**config.mk**
```make
export PLATFORM = sky130hd
export DESIGN_NAME = rect_fill_writer_flat
export DESIGN_NICKNAME = d
export VERILOG_FILES = /design/src/rtl/rect_fill_writer_if.sv /design/src/rtl/rect_fill_writer.sv /design/src/flat_wrapper.sv
export SDC_FILE = /design/constraint.sdc
export NUM_CORES = 1
export LEC_CHECK = 0
export BUFFER_PORTS_ARGS = -buffer_cell sky130_fd_sc_hd__buf_4
export CAP_MARGIN = 40
export CORE_ASPECT_RATIO = 1.4
export CORE_MARGIN = 8
export CORE_UTILIZATION = 40
export DETAILED_ROUTE_END_ITERATION = 8
export GPL_TIMING_DRIVEN = 1
export PLACE_DENSITY = 0.64
export SYNTH_ARGS = -nofsm -noshare
export SYNTH_HDL_FRONTEND = slang
export SYNTH_SLANG_ARGS = --single-unit
```
**constraint.sdc**
```tcl
create_clock -name iVGA_CLK -period 5.7 [get_ports iVGA_CLK]
set_input_delay 1.14 -clock iVGA_CLK [delete_from_list [all_inputs] [get_ports iVGA_CLK]]
set_output_delay 1.14 -clock iVGA_CLK [all_outputs]
set_load 0.005 [all_outputs]
```
**src/rtl/rect_fill_writer_if.sv**
```systemverilog
// Purpose : draw-command and RAM-write signals between the draw logic and rect_fill_writer.
// Latency : none; this is wiring only.
// Backpressure : iStall is the RAM-port hold, and it is driven by the master side.
// Ports   : master = draw logic (drives the command and stall, sees busy/done/write);
//           slave  = rect_fill_writer.
interface rect_fill_writer_if #(
   parameter int ADDR_W = 19
);
   logic              iStart;
   logic [9:0]        iX;
   logic [9:0]        iY;
   logic [6:0]        iW;
   logic [6:0]        iH;
   logic [7:0]        iColor;
   logic              iStall;
   logic              oBusy;
   logic              oDone;
   logic              oWrEn;
   logic [ADDR_W-1:0] oWrAddr;
   logic [7:0]        oWrData;

   modport master (
      output iStart, iX, iY, iW, iH, iColor, iStall,
      input  oBusy, oDone, oWrEn, oWrAddr, oWrData
   );

   modport slave (
      input  iStart, iX, iY, iW, iH, iColor, iStall,
      output oBusy, oDone, oWrEn, oWrAddr, oWrData
   );
endinterface

```
**src/rtl/rect_fill_writer.sv**
```systemverilog
// Purpose : fills a clipped rectangle of one colour index into the 640x480 framebuffer, in raster order.
// Latency : the first pixel appears 1 cycle after acceptance; a WxH fill takes W*H unstalled cycles, then 1 DONE cycle.
// Backpressure : iStall=1 blocks the write and holds the current pixel. iStart is only sampled in IDLE.
// Ports   : iVGA_CLK / iRST_n (async, active-low) are plain ports.
//           bus (slave) carries the command (iStart, iX, iY, iW, iH, iColor), the stall,
//           the status (oBusy, oDone) and the RAM write port (oWrEn, oWrAddr, oWrData).
module rect_fill_writer #(
   parameter int H_RES   = 640,
   parameter int V_RES   = 480,
   parameter int ADDR_W  = 19,
   parameter int MAX_DIM = 64
) (
   input  logic              iVGA_CLK,
   input  logic              iRST_n,
   rect_fill_writer_if.slave bus
);

   localparam logic [6:0]        MAX_DIM7 = 7'(MAX_DIM);
   localparam logic [10:0]       H_RES11  = 11'(H_RES);
   localparam logic [10:0]       V_RES11  = 11'(V_RES);
   localparam logic [ADDR_W-1:0] H_STRIDE = ADDR_W'(H_RES);

   typedef enum logic [1:0] {S_IDLE, S_DRAW, S_DONE} state_t;

   state_t            state_q, state_d;
   // col/row are 11 bits, so X+W-1 (at most 1023+63) never wraps.
   logic [10:0]       col_q, col_d;
   logic [10:0]       row_q, row_d;
   logic [10:0]       x_q, x_d;
   logic [10:0]       last_col_q, last_col_d;
   logic [10:0]       last_row_q, last_row_d;
   logic [ADDR_W-1:0] row_base_q, row_base_d;
   logic [ADDR_W-1:0] addr_q, addr_d;
   logic [7:0]        color_q, color_d;
   logic              busy_q, busy_d;
   logic              done_q, done_d;

   logic [6:0]        w_clamp;
   logic [6:0]        h_clamp;
   logic [ADDR_W-1:0] y_ext;

   assign w_clamp = (bus.iW > MAX_DIM7) ? MAX_DIM7 : bus.iW;
   assign h_clamp = (bus.iH > MAX_DIM7) ? MAX_DIM7 : bus.iH;
   assign y_ext   = ADDR_W'(bus.iY);

   always_comb begin
      state_d    = state_q;
      col_d      = col_q;
      row_d      = row_q;
      x_d        = x_q;
      last_col_d = last_col_q;
      last_row_d = last_row_q;
      row_base_d = row_base_q;
      color_d    = color_q;

      case (state_q)
         S_IDLE: begin
            if (bus.iStart) begin
               x_d        = 11'(bus.iX);
               col_d      = 11'(bus.iX);
               row_d      = 11'(bus.iY);
               last_col_d = 11'(bus.iX) + 11'(w_clamp) - 11'd1;
               last_row_d = 11'(bus.iY) + 11'(h_clamp) - 11'd1;
               // Y*640 done once as shift-add; per-pixel stepping below only adds.
               row_base_d = (y_ext << 9) + (y_ext << 7);
               color_d    = bus.iColor;
               state_d    = (w_clamp == 7'd0 || h_clamp == 7'd0) ? S_DONE : S_DRAW;
            end
         end
         S_DRAW: begin
            if (!bus.iStall) begin
               if (col_q == last_col_q) begin
                  if (row_q == last_row_q) begin
                     state_d = S_DONE;
                  end else begin
                     col_d      = x_q;
                     row_d      = row_q + 11'd1;
                     row_base_d = row_base_q + H_STRIDE;
                  end
               end else begin
                  col_d = col_q + 11'd1;
               end
            end
         end
         S_DONE:  state_d = S_IDLE;
         default: state_d = S_IDLE;
      endcase

      // Off-screen pixels may wrap this adder, but they are never written.
      addr_d = row_base_d + ADDR_W'(col_d);
      busy_d = (state_d != S_IDLE);
      done_d = (state_d == S_DONE);
   end

   always_ff @(posedge iVGA_CLK or negedge iRST_n) begin
      if (!iRST_n) begin
         state_q    <= S_IDLE;
         col_q      <= '0;
         row_q      <= '0;
         x_q        <= '0;
         last_col_q <= '0;
         last_row_q <= '0;
         row_base_q <= '0;
         addr_q     <= '0;
         color_q    <= '0;
         busy_q     <= 1'b0;
         done_q     <= 1'b0;
      end else begin
         state_q    <= state_d;
         col_q      <= col_d;
         row_q      <= row_d;
         x_q        <= x_d;
         last_col_q <= last_col_d;
         last_row_q <= last_row_d;
         row_base_q <= row_base_d;
         addr_q     <= addr_d;
         color_q    <= color_d;
         busy_q     <= busy_d;
         done_q     <= done_d;
      end
   end

   // The write enable depends combinationally on iStall, so a stalled cycle
   // drops the write during that same cycle.
   assign bus.oWrEn   = (state_q == S_DRAW) & ~bus.iStall & (col_q < H_RES11) & (row_q < V_RES11);
   assign bus.oWrAddr = addr_q;
   assign bus.oWrData = color_q;
   assign bus.oBusy   = busy_q;
   assign bus.oDone   = done_q;

endmodule
```
**src/flat_wrapper.sv**
```systemverilog
// flat-port wrapper written by rule: the top's interface ports become plain ports
module rect_fill_writer_flat 
#(
   parameter int H_RES   = 640,
   parameter int V_RES   = 480,
   parameter int ADDR_W  = 19,
   parameter int MAX_DIM = 64
)
  (iVGA_CLK, iRST_n, bus_iStart, bus_iX, bus_iY, bus_iW, bus_iH, bus_iColor, bus_iStall, bus_oBusy, bus_oDone, bus_oWrEn, bus_oWrAddr, bus_oWrData);
  rect_fill_writer_if #(.ADDR_W(ADDR_W)) bus_i ();
  input  logic iVGA_CLK;
  input  logic iRST_n;
  input wire logic [$bits(bus_i.iStart)-1:0] bus_iStart;
  input wire logic [$bits(bus_i.iX)-1:0] bus_iX;
  input wire logic [$bits(bus_i.iY)-1:0] bus_iY;
  input wire logic [$bits(bus_i.iW)-1:0] bus_iW;
  input wire logic [$bits(bus_i.iH)-1:0] bus_iH;
  input wire logic [$bits(bus_i.iColor)-1:0] bus_iColor;
  input wire logic [$bits(bus_i.iStall)-1:0] bus_iStall;
  output wire logic [$bits(bus_i.oBusy)-1:0] bus_oBusy;
  output wire logic [$bits(bus_i.oDone)-1:0] bus_oDone;
  output wire logic [$bits(bus_i.oWrEn)-1:0] bus_oWrEn;
  output wire logic [$bits(bus_i.oWrAddr)-1:0] bus_oWrAddr;
  output wire logic [$bits(bus_i.oWrData)-1:0] bus_oWrData;
  assign bus_i.iStart = bus_iStart;
  assign bus_i.iX = bus_iX;
  assign bus_i.iY = bus_iY;
  assign bus_i.iW = bus_iW;
  assign bus_i.iH = bus_iH;
  assign bus_i.iColor = bus_iColor;
  assign bus_i.iStall = bus_iStall;
  assign bus_oBusy = bus_i.oBusy;
  assign bus_oDone = bus_i.oDone;
  assign bus_oWrEn = bus_i.oWrEn;
  assign bus_oWrAddr = bus_i.oWrAddr;
  assign bus_oWrData = bus_i.oWrData;
  rect_fill_writer #(.H_RES(H_RES), .V_RES(V_RES), .ADDR_W(ADDR_W), .MAX_DIM(MAX_DIM)) u_core (.iVGA_CLK(iVGA_CLK), .iRST_n(iRST_n), .bus(bus_i));
endmodule
```
Word-level counts from Yosys, hierarchy flattened
Cells that the tools add are included.
{"block": "word_totals", "romBits": 0, "output_inout_bits": 30, "word_cells": 67, "in_bits": 46, "reg_bits": 104, "ram_bits": 0, "memories": 0, "latchBits": 0}
{"block": "classes", "n_addsub": 9, "n_mul": 0, "n_eq_ne": 8, "n_reduce_logical": 8, "n_bitwise": 4, "muxes": 23, "order_cmp": 4, "n_div": 0, "shifts": 0}
{"cell": "11-bit 2-to-1 mux", "n": 8}
{"cell": "19-bit 2-to-1 mux", "n": 4}
{"cell": "11-bit case mux with 2 select lines", "n": 2}
{"cell": "19-bit case mux with 2 select lines", "n": 1}
{"cell": "10-bit by 7-bit adder with 11-bit output", "n": 2}
{"cell": "11-bit by 1-bit adder with 11-bit output, second input constant", "n": 2}
{"cell": "11-bit == test", "n": 2}
{"cell": "11-bit by 1-bit subtractor with 11-bit output, second input constant", "n": 2}
{"cell": "19-bit by 10-bit adder with 19-bit output, second input constant", "n": 1}
{"cell": "19-bit by 11-bit adder with 19-bit output", "n": 1}
{"cell": "19-bit by 17-bit adder with 19-bit output", "n": 1}
{"cell": "7-bit greater-than comparator, second input constant", "n": 2}
{"cell": "7-bit logical NOT", "n": 2}
{"cell": "7-bit 2-to-1 mux", "n": 2}
{"cell": "11-bit by 10-bit less-than comparator with 1-bit output, second input constant", "n": 1}
{"cell": "11-bit by 9-bit less-than comparator with 1-bit output, second input constant", "n": 1}
{"cell": "2-bit 2-to-1 mux", "n": 5}
{"cell": "2-bit inequality test, second input constant", "n": 3}
{"cell": "5-bit AND reduction", "n": 1}
{"cell": "2-bit case mux with 2 select lines", "n": 1}
{"cell": "2-bit nonzero test", "n": 2}
{"cell": "1-bit AND", "n": 3}
{"cell": "2-bit by 1-bit == test with 1-bit output, second input constant", "n": 1}
{"cell": "2-bit == test, second input constant", "n": 1}
{"cell": "other kinds (5)", "n": 5}

Longest topological paths before layout
{"block": "depth", "depth_word": 8, "depth_mapped": 19, "mapped_depth_nobuf": 16}

Worst setup path before layout
Ideal clock, no wire load.
{"block": "synth_timing", "path_type": "input to register", "from": "input port bus_iStart", "to": "register u_core.addr_q[14], in the netlist u_core.bus.oWrAddr[14]", "n_path_buf": 1, "arrival_ns": 4.382, "cell_stages": 15, "setup_slack_ns": 1.187, "required_time_ns": 5.568, "path_cell_list": "inv_1 -> nor3_1 -> clkbuf_1 -> nor2_1 -> a22oi_1 -> o21ai_0 -> ha_1 -> fa_1 -> a21oi_1 -> nor2b_1 -> o311a_1 -> o221a_2 -> a211oi_1 -> nor3_1 -> xor2_1"}
{"block": "synth_via", "elab_chain_cells": 3, "elab_cells_between_ends": 5, "cone_classes": "add/sub (1); mux (4)"}
{"element": "from (decl)", "line_no": "flat_wrapper.sv:13", "source": "input wire logic [$bits(bus_i.iStart)-1:0] bus_iStart;"}
{"element": "11-bit 2-to-1 mux", "line_no": "rect_fill_writer.sv:58", "source": "if (bus.iStart) begin"}
{"element": "11-bit case mux with 2 select lines", "line_no": "rect_fill_writer.sv:56", "source": "case (state_q)"}
{"element": "via u_core.col_d[0]", "line_no": "rect_fill_writer.sv:27", "source": "logic [10:0] col_q, col_d;"}
{"element": "19-bit by 11-bit adder with 19-bit output", "line_no": "rect_fill_writer.sv:90", "source": "addr_d = row_base_d + ADDR_W'(col_d);"}
{"element": "via u_core.addr_d[14]", "line_no": "rect_fill_writer.sv:33", "source": "logic [ADDR_W-1:0] addr_q, addr_d;"}
{"element": "to (signal assigned)", "line_no": "rect_fill_writer.sv:116", "source": "addr_q <= addr_d;"}
{"element": "to (decl)", "line_no": "rect_fill_writer.sv:33"}
The timed path passes the listed nets, and every way through them passes these cells.
A chain may end at the register's enable or synchronous reset.

Worst setup path in the final report
{"block": "layout_timing", "from": "register u_core.col_q[10]", "to": "register u_core.addr_q[15], in the netlist u_core.bus.oWrAddr[15]"}
{"block": "layout_via", "elab_chain_cells": 5, "elab_cells_between_ends": 11, "cone_classes": "add/sub (2); eq/ne (1); mux (8)"}
{"element": "from (decl)", "line_no": "rect_fill_writer.sv:27"}
{"element": "from (signal assigned)", "line_no": "rect_fill_writer.sv:110", "source": "col_q <= col_d;"}
{"element": "11-bit == test", "line_no": "rect_fill_writer.sv:72", "source": "if (col_q == last_col_q) begin"}
{"element": "11-bit 2-to-1 mux", "line_no": "rect_fill_writer.sv:72"}
{"element": "11-bit 2-to-1 mux", "line_no": "rect_fill_writer.sv:71", "source": "if (!bus.iStall) begin"}
{"element": "11-bit case mux with 2 select lines", "line_no": "rect_fill_writer.sv:56"}
{"element": "via u_core.col_d[2]", "line_no": "rect_fill_writer.sv:27"}
{"element": "19-bit by 11-bit adder with 19-bit output", "line_no": "rect_fill_writer.sv:90"}
{"element": "via u_core.addr_d[15]", "line_no": "rect_fill_writer.sv:33"}
The timed path passes the listed nets, and every way through them passes these cells.

==> PnR_summary.wiki <==
{| class="wikitable"
! Metric !! Value
|-
| Status || complete, no violations
|-
| Longest Clk Path Bufs || 2
|-
| Post-synthesis sequential area ratio || 37.6%
|-
| H-tree depth reported by CTS || 3
|-
| Clk_lat worst skew || 0.35 ns
|-
| Final global-route overflow total || 0
|-
| Startpoint type of the worst setup path || register
|-
| Largest voltage drop on the vdd net || 0.157 mV
|-
| Ratio of routed vias to standard cells || 5.39
|-
| CTS tree || yes
|-
| Worst-path cell chain || xnor2_1 > nand4_1 > nor3_2 > nand2_1 > o221ai_1 > nand3_1 > ha_1 > a21oi_1 > nor2b_1 > nor4_1 > o31ai_1 > o41ai_1 > nor2b_1 > xnor2_1
|-
| Synthesis-to-finish area growth || 16.5%
|-
| Switching power of the nets || 874 µW
|-
| Number of clock sinks || 104
|-
| Sw Share || 35.1%
|-
| Synthesized-area fraction occupied by and/or/nand/nor cells || 19.0%
|-
| Final critical-path required period || 4.80 ns
|-
| Number of stages on the worst hold path || 2
|-
| Post-synth design cell area || 6930 µm²
|-
| Kind of path behind the tightest hold check || reg -> reg
|-
| Fraction of the mapped netlist area in adder cells || 10.9%
|-
| Int Power || 1.61 mW
|-
| Net total in the final layout || 963
|-
| Number of nets with antenna violations after routing || 0
|-
| Io pins || 76
|-
| Crit path largest cell delay || 0.77 ns
|-
| Pwr/cell area || 308 nW/µm²
|-
| Final std cells w/o fill || 1100
|-
| Post-synth EDFFs || 0
|-
| Top library cells by usage in the layout, fill and taps aside || sky130_fd_sc_hd__nand2_1, sky130_fd_sc_hd__dfrtp_1, sky130_fd_sc_hd__buf_4
|-
| Port buffer count || 75
|-
| Number of instances in the placed design || 1084
|-
| Fmax || 0.208 GHz
|-
| Total DRC errors in the routed layout || 0
|-
| Post-synthesis compound-gate area fraction || 18.6%
|-
| Cell type of the slowest stage on the worst timing path || sky130_fd_sc_hd__nor3_2
|-
| Share of synthesized registers carrying an async set or reset || 100%
|-
| Count of inserted antenna diode cells || 0
|-
| Per-cell routed wire length || 16.8 µm
|-
| Max-cap violations || 0
|-
| Share of total power in combinational logic || 32.3%
|-
| Setup slack on the worst flop-to-flop path || 0.90 ns
|-
| Path length in cells of the critical path || 14
|-
| Category of the critical setup timing path || reg -> reg
|-
| Via count || 5926
|-
| Placeable core region || 17200 µm²
|-
| Leakage power figure || 3.90 nW
|-
| RSZ-0062 raised after global routing || no
|-
| Critical Path Sink Type || register
|-
| Vertical die dimension || 172 µm
|-
| Transition time at the pin with the least slew margin || 0.921 ns
|-
| Part of the power in the clock network || 24.8%
|-
| Count of cells resized by post-cts repair || 0
|-
| Length of the first detailed-routing pass in iterations || 4
|-
| Final Wtd Congestion || 0.875
|-
| Worst-path clk slew || 0.08 ns
|-
| Antenna violations before repair || 0
|-
| Root Buffer Master || sky130_fd_sc_hd__clkbuf_16
|-
| Source of the worst hold timing path || u_core.bus.oWrData[2]$_DFFE_PN0P_
|-
| CTS Buf Count || 9
|-
| Unique masters post-synth || 76
|-
| Setup violators final || 0
|-
| Number of nets in the synthesized netlist || 893
|-
| Number of DRC markers in iteration 0 || 353
|-
| Kind of cell adding the most delay to the critical path || simple AND/OR/NAND/NOR gates
|-
| Vias in the first global route || 5969
|-
| R2R cell count || 14
|-
| Count of standard-cell rows || 57
|-
| Worst path arrival time || 5.04 ns
|-
| Fraction of the cycle the final worst path needs || 84.2%
|-
| Area of placed instances || 7770 µm²
|-
| Global-route wire length before repair || 30200 µm
|-
| Ys flop type || sky130_fd_sc_hd__dfrtp_1
|-
| Reg-to-reg endpoint || u_core.bus.oWrAddr[15]$_DFF_PN0_
|-
| Largest family of logic cells by synthesized area || simple AND/OR/NAND/NOR gates
|-
| Crit path required time || 5.94 ns
|-
| Share of final-layout standard cells stronger than drive strength 1 || 14.2%
|-
| Syn Inst Count || 789
|-
| Critical path buffers and inverters || 0
|-
| Multiplexer area fraction after synthesis || 1.35%
|-
| XOR/XNOR Fraction of Synth Area || 6.68%
|-
| Max-slew violation count || 0
|-
| Flop and latch count out of synthesis || 104
|-
| Yosys warning total || 0
|-
| Total Die Area || 21800 µm²
|-
| Cts hold-fix bufs || 0
|-
| Initial core utilization || 40.3%
|-
| Slew Limit Headroom || 38.3%
|-
| Setup TNS || 0 ns
|-
| Share of power burned in registers || 43.0%
|-
| Worst min-delay path endpoint || u_core.bus.oWrData[2]$_DFFE_PN0P_
|-
| Count of buffers added by post-CTS timing repair for setup || 0
|-
| Die extent in x || 127 µm
|-
| Final hold violations || 0
|-
| Final Skew || 0.00930 ns
|-
| Most frequent standard cell in the layout excluding fill and tap cells || sky130_fd_sc_hd__nand2_1
|-
| HPWL after detailed placement || 14200 µm
|-
| Post-synthesis area per instance || 8.78 µm²
|-
| Post-detailed-routing wire length || 18500 µm
|-
| Finished layout cell area || 8070 µm²
|-
| Critical R2R Launch || u_core.col_q[10]$_DFF_PN0_
|-
| Pin count of the biggest net entering global routing || 67
|-
| Total global-route track usage || 17.6%
|-
| Critical path peak fanout || 13
|}
## per-stage QoR
stage                     total power [mW]  utilization [%]  hold slack (ns)  setup WS [ns]
final                                 2.49             46.9            0.482          0.903
after global routing                  2.67             46.9            0.499          0.470
after CTS                             2.51             46.9            0.487          0.956
after detailed placement              1.89             45.2            0.468          0.955
after global placement                1.88             45.1            0.461           1.02
after floorplan                       1.59                -            0.445           1.19
## cell usage after synthesis (all sizes together), types with 6 or more instances
cell type  number  area [µm²]
and3            9        56.3
o31ai          10        75.1
nor2           50         188
o22ai           6        37.5
a221o           6        60.1
nand2         114         428
xor2           20         175
nand3          19         100
nor2b          10        62.6
o21a            8        60.1
and2           12        76.3
a21o            7        52.6
mux2i           7        82.6
buf            10        62.6
or3             8        55.1
nand4           7        43.8
clkbuf         19        76.3
a22oi           8        60.1
o21ai          53         265
a31oi           8        50.1
xnor2          32         288
inv            72         270
nor3           20         100
ha             54         676
a21oi          36         180
nor4            8        62.6
dfrtp         104        2600
a211oi          6        45.0
o211ai          6        45.0
## cell type report
type	instances	area, µm²
flip-flops and latches	104	2600
well taps	236	295
multi-input cells	584	3930
inverters	72	270
clock buffers	10	239
clock inverters	6	55.1
repair buffers	88	681
fillers	1720	9120
## flip-flops by register name, indices dropped and copies added (netlist names)
name / count
u_core.bus.oWrData: 8
u_core.bus.oBusy: 1
u_core.col_q: 11
u_core.x_q: 10
u_core.row_q: 11
u_core.last_col_q: 11
u_core.bus.oWrAddr: 19
u_core.state_q: 2
u_core.row_base_q: 19
u_core.last_row_q: 11
u_core.bus.oDone: 1
## power by group through the flow
stage                     clock (mW)  sequential, mW  combinational, mW
final                          0.616            1.07              0.803
after global routing           0.665            1.09              0.912
after CTS                      0.633            1.07              0.814
after detailed placement           0            1.08              0.810
after global placement             0            1.08              0.799
after floorplan                    0            1.03              0.564
## layer usage
layer	vias to the layer above	wire (µm)	global-route usage, %
met5	-	0	0
met4	0	637	8.04
met3	33	583	2.79
met2	148	9470	31.3
met1	2828	7820	20.3
li1	2917	-	-
## kinds of logic after synthesis
group	count (synthesis)
multiplexers	8
AO/OA/AOI/OAI	191
XOR/XNOR	52
adder cells (fa/ha/maj)	58
flip-flops	104
AND/OR/NAND/NOR	275
buffers and inverters	101
## tightest hold or removal path, cell delays in order, from the launching register on
cell and delay, ns:
sky130_fd_sc_hd__dfrtp_1 0.35, sky130_fd_sc_hd__nand2_1 0.05, sky130_fd_sc_hd__nand2_1 0.05
## worst max path at each step
stage / start / end / slack [ns]
after floorplan: bus_iStart / u_core.bus.oWrAddr[14]$_DFF_PN0_ / 1.19
after global placement: bus_iStart / u_core.bus.oWrAddr[15]$_DFF_PN0_ / 1.02
after detailed placement: bus_iStart / u_core.bus.oWrAddr[15]$_DFF_PN0_ / 0.96
after CTS: u_core.col_q[10]$_DFF_PN0_ / u_core.bus.oWrAddr[15]$_DFF_PN0_ / 0.96
after global routing: u_core.col_q[0]$_DFF_PN0_ / u_core.bus.oWrAddr[17]$_DFF_PN0_ / 0.47
final: u_core.col_q[10]$_DFF_PN0_ / u_core.bus.oWrAddr[15]$_DFF_PN0_ / 0.90
No activity file was read; power rests on OpenSTA's default activity.
